[src/rtl/response_serializer_if.sv]
// Handshake and TX FIFO signals between the command interpreter, the response
// serializer and the UART transmit FIFO.
interface response_serializer_if #(
    parameter int WORD_WIDTH = 32,
    parameter int BYTE_WIDTH = 8
);
    logic                  in_valid;
    logic                  in_ready;
    logic [WORD_WIDTH-1:0] in_data;
    logic [2:0]            in_bytes;
    logic                  fifo_full;
    logic                  fifo_write;
    logic [BYTE_WIDTH-1:0] fifo_write_data;
    logic                  busy;
    logic                  done;

    modport master (
        output in_valid, in_data, in_bytes, fifo_full,
        input  in_ready, fifo_write, fifo_write_data, busy, done
    );

    modport slave (
        input  in_valid, in_data, in_bytes, fifo_full,
        output in_ready, fifo_write, fifo_write_data, busy, done
    );
endinterface

[src/rtl/response_serializer.sv]
// Splits accepted response words into 1..N bytes and writes them one per cycle
// into the UART TX FIFO, honouring FIFO back-pressure and wire byte order.
module response_serializer #(
    parameter int WORD_WIDTH = 32,
    parameter int BYTE_WIDTH = 8,
    parameter bit MSB_FIRST  = 1'b1
) (
    input  logic                 clk,
    input  logic                 reset,
    response_serializer_if.slave bus
);
    localparam int NB = WORD_WIDTH / BYTE_WIDTH;
    localparam int CW = $clog2(NB + 1);

    typedef enum logic {IDLE, SEND} state_t;

    state_t                state, next_state;
    logic [WORD_WIDTH-1:0] shift_reg, load_word, shifted;
    logic [CW-1:0]         count, load_count;
    logic                  done_q;
    logic                  accept, write;

    // A byte count of 0 (or anything beyond the word) means the whole word.
    always_comb begin
        if (bus.in_bytes == 3'd0 || int'(bus.in_bytes) > NB)
            load_count = CW'(NB);
        else
            load_count = CW'(bus.in_bytes);
    end

    // MSB-first parks the top selected byte in the upper lane; LSB-first uses the low lane.
    assign load_word = MSB_FIRST ? (bus.in_data << (BYTE_WIDTH * (NB - int'(load_count))))
                                 : bus.in_data;
    assign shifted   = MSB_FIRST ? (shift_reg << BYTE_WIDTH) : (shift_reg >> BYTE_WIDTH);

    assign bus.fifo_write_data = MSB_FIRST ? shift_reg[WORD_WIDTH-1 -: BYTE_WIDTH]
                                           : shift_reg[BYTE_WIDTH-1:0];
    assign bus.done = done_q;

    always_ff @(posedge clk) begin
        if (reset)
            state <= IDLE;
        else
            state <= next_state;
    end

    always_comb begin
        next_state     = state;
        bus.in_ready   = 1'b0;
        bus.busy       = 1'b0;
        bus.fifo_write = 1'b0;
        accept         = 1'b0;
        write          = 1'b0;
        case (state)
            IDLE: begin
                bus.in_ready = 1'b1;
                if (bus.in_valid) begin
                    accept     = 1'b1;
                    next_state = SEND;
                end
            end
            SEND: begin
                bus.busy = 1'b1;
                // Gating with reset keeps an aborted word from leaking one more byte.
                if (!bus.fifo_full && !reset) begin
                    bus.fifo_write = 1'b1;
                    write          = 1'b1;
                    if (count == CW'(1))
                        next_state = IDLE;
                end
            end
            default: next_state = IDLE;
        endcase
    end

    always_ff @(posedge clk) begin
        if (reset) begin
            shift_reg <= '0;
            count     <= '0;
            done_q    <= 1'b0;
        end else begin
            done_q <= write && (count == CW'(1));
            if (accept) begin
                shift_reg <= load_word;
                count     <= load_count;
            end else if (write) begin
                shift_reg <= shifted;
                count     <= count - CW'(1);
            end
        end
    end
endmodule

[src/flat_wrapper.sv]
// flat-port wrapper written by rule: the top's interface ports become plain ports
module response_serializer_flat 
#(
    parameter int WORD_WIDTH = 32,
    parameter int BYTE_WIDTH = 8,
    parameter bit MSB_FIRST  = 1'b1
)
  (clk, reset, bus_in_valid, bus_in_data, bus_in_bytes, bus_fifo_full, bus_in_ready, bus_fifo_write, bus_fifo_write_data, bus_busy, bus_done);
  response_serializer_if #(.WORD_WIDTH(WORD_WIDTH), .BYTE_WIDTH(BYTE_WIDTH)) bus_i ();
  input  logic clk;
  input  logic reset;
  input wire logic [$bits(bus_i.in_valid)-1:0] bus_in_valid;
  input wire logic [$bits(bus_i.in_data)-1:0] bus_in_data;
  input wire logic [$bits(bus_i.in_bytes)-1:0] bus_in_bytes;
  input wire logic [$bits(bus_i.fifo_full)-1:0] bus_fifo_full;
  output wire logic [$bits(bus_i.in_ready)-1:0] bus_in_ready;
  output wire logic [$bits(bus_i.fifo_write)-1:0] bus_fifo_write;
  output wire logic [$bits(bus_i.fifo_write_data)-1:0] bus_fifo_write_data;
  output wire logic [$bits(bus_i.busy)-1:0] bus_busy;
  output wire logic [$bits(bus_i.done)-1:0] bus_done;
  assign bus_i.in_valid = bus_in_valid;
  assign bus_i.in_data = bus_in_data;
  assign bus_i.in_bytes = bus_in_bytes;
  assign bus_i.fifo_full = bus_fifo_full;
  assign bus_in_ready = bus_i.in_ready;
  assign bus_fifo_write = bus_i.fifo_write;
  assign bus_fifo_write_data = bus_i.fifo_write_data;
  assign bus_busy = bus_i.busy;
  assign bus_done = bus_i.done;
  response_serializer #(.WORD_WIDTH(WORD_WIDTH), .BYTE_WIDTH(BYTE_WIDTH), .MSB_FIRST(MSB_FIRST)) u_core (.clk(clk), .reset(reset), .bus(bus_i));
endmodule
[config.mk]
export PLATFORM = sky130hd
export DESIGN_NAME = response_serializer_flat
export DESIGN_NICKNAME = d
export VERILOG_FILES = /design/src/rtl/response_serializer_if.sv /design/src/rtl/response_serializer.sv /design/src/flat_wrapper.sv
export SDC_FILE = /design/constraint.sdc
export NUM_CORES = 1
export LEC_CHECK = 0
export CAP_MARGIN = 25
export CORE_ASPECT_RATIO = 1.4
export CORE_MARGIN = 2
export CORE_UTILIZATION = 54
export CTS_CLUSTER_SIZE = 20
export DETAILED_ROUTE_END_ITERATION = 10
export PLACE_DENSITY = 0.92
export SETUP_SLACK_MARGIN = 0.4
export SLEW_MARGIN = 20
export SYNTH_ARGS = -nofsm -noshare
export SYNTH_HDL_FRONTEND = slang
export SYNTH_SLANG_ARGS = --single-unit
[constraint.sdc]
create_clock -name clk -period 5.4 [get_ports clk]
set_input_delay 1.35 -clock clk [delete_from_list [all_inputs] [get_ports clk]]
set_output_delay 1.35 -clock clk [all_outputs]
set_load 0.01 [all_outputs]
==> metrics.txt <==
status finished, final reports clean; post-DP HPWL ~3900 um; Setup TNS 0 ns; RSZ-0062 raised after global routing no; DRC 0; GPL Wtd Cong 0.857; starting density of the core a little under three fifths; Clk network pwr share 30.8%; Power Density between 200 and 300 nW/um2; Commonest cells post-synth 39 x nand2_1, 37 x dfxtp_1, 30 x nor2_1, 18 x o21ai_0, 14 x a22oi_1; worst-margin pin slew between 0.6 and 0.7 ns; GRT Overall Usage 26.9%; simple-gate share of the synthesized area 21.2%; CTS Buffer Depth 2; max reg flops 32; layout cells sized above 1 about 11%; final std cells w/o fill 346; Hold Worst Slack 0.474 ns; VDD IR max 201 uV; Max FO, Critical Path 15; fraction of registers with async set/reset 0%; crit path capture type flip-flop; Post-Synth XOR/XNOR Area less than 1%; Seq pwr share ~43%; top_reg_cell synth dfxtp_1; critical path type input port to flip-flop; dpl ws 0.743 ns; Antenna Nets Post-Route 0; die area 4570 um2; placed insts 338; share of the synthesized area in the top cell type 34.0%; pin count of the biggest net entering global routing 36; clock latency on the worst-skew pair 0.30 ns; Sw Ratio 29.3%; die height 79.2 um; maxcap violations 0; syn_nets 311; post-synthesis sequential area ratio between 30% and 40%; Internal 0.000493 W; Layout Area Growth over Synthesis 25.0%; skew final around 0.0084 ns; Tcrit/Tclk final 81.9%; Die X 57.7 um; Data arrival, critical path approximately 4.6 ns; root buf cell clkbuf_8; first-pass GRT wire length 9630 um; Avg Inst Size Synth 8.13 um2; Synth area leader dfxtp_1; antenna violations before repair 0; Slew Viols, Final 0; top cells by area, synth dfxtp_1 34%, nand2_1 6.7%, nor2_1 5.2%, a22oi_1 4.8%, o21ai_0 4.1%; leakage ~0.97 nW; complex-gate fraction of the synthesized area 30.3%; synthesis warning total 0; Yosys reg bits 37; final hold vios 0; via/cell ratio 6.09; hold buffers post-CTS 0; post-layout worst setup margin 0.979 ns; most common cell in the netlist nand2_1; n_diodes 0; multiplexer share of the synthesized area 3.67%; Final Util 69.5%; library cells used by synthesis 44; drt initial violations 123; Num CTS Buffers 5; Post-Syn Area ~2200 um2; total grt overflow 0; post_cts resized 0; Startpoint Class input port; # rows 27; Max Freq 226 MHz; Worst Path Required 5.61 ns; # nets final around 350; CTS tree yes; port bufs 50; number of post-CTS setup repair buffers 0; total number of vias 2,106; drt wl/cell 16.7 um; Slew HR 53.5%; Adder-Cell Fraction of Synth Area 2.30%; EDFF count, synth 0; CTS H-tree lvls 2; clock-pin slew on the worst setup and hold paths about 0.08 ns; min-delay worst type flip-flop to flip-flop; total routed wirelength 5770 um; CTS sink count 37; Final min period 4.42 ns; sw power a little over 0.0002 W; Cells after Synth 268; core area 3920 um2; combinational group share of total power 26.0%; Top-Level Pins 51; via count of the first global-routing pass between 2,000 and 2,500; final setup violation count 0; combinational family with the most area after synthesis compound AO/OA/AOI/OAI gates; first drt pass iteration count 7
-- layer usage --
metal	up-vias	routed length, um	track usage (%)
met5	-	0	0
met4	0	114	12.1
met3	15	441	5.54
met2	98	2910	43.3
met1	976	2310	34.2
li1	1017	-	-
-- power by group through the flow --
stage | clock network, W | registers (W) | logic (W)
2_1_floorplan | 0 | 0.000305 | 0.000118
3_3_place_gp | 0 | 0.000306 | 0.000173
3_5_place_dp | 0 | 0.000307 | 0.000177
4_1_cts | 0.000218 | 0.000301 | 0.000180
5_1_grt | 0.000229 | 0.000303 | 0.000197
6_report | 0.000215 | 0.000301 | 0.000181
-- cell type report --
class                   count  area [um2]
clock inverters             1        5.00
clock buffers               7        96.3
multi-input cells         197        1270
repair buffers             55         538
fillers                   326        1190
flip-flops and latches     37         741
well taps                  43        53.8
inverters                   6        22.5
-- per-stage QoR --
stage          area (um2)  power (W)
5_1_grt              2720   0.000730
3_3_place_gp         2620   0.000479
4_1_cts              2720   0.000699
3_5_place_dp         2620   0.000484
2_1_floorplan        2180   0.000423
6_report             2720   0.000697
-- final timing paths --
kind,from,end,slack [ns],cells after the start
worst min-delay path,u_core.shift_reg[5],u_core.shift_reg[13],0.47,2
worst max register to register,u_core.state,u_core.shift_reg[27],3.07,6
worst max-delay path,bus_in_bytes[0],u_core.shift_reg[27],0.98,12
worst min register to register,u_core.shift_reg[5],u_core.shift_reg[13],0.47,2
-- cells by family after synthesis --
kind of cell | after synthesis
compound gates | 85
xor+xnor | 1
mux | 8
flops | 37
buf+inv | 34
simple gates | 99
fa+ha+maj | 4
-- cell usage in the layout (no fill, tap or decap), drive strengths merged, types with 5 or more instances in the layout --
master and n:
a31oi 8, dfxtp 37, mux2i 8, a22o 5
buf 5, nor2 30, clkdlybuf4s50 50, a22oi 14
a21o 5, o21a 8, inv 6, o21ai 18
nand2 40, a211oi 8, a311oi 5, nand3 8
clkbuf 7
-- critical path: stages --
cell	delay [ns]
clkdlybuf4s50_1	0.45
or2_2	0.32
ha_1	0.32
nor2b_1	0.12
buf_4	0.25
inv_1	0.18
ha_1	0.25
xor2_2	0.24
nor3b_4	0.51
nand2_4	0.20
a21o_1	0.21
a311oi_2	0.23
(Power assumes the default switching activity.)
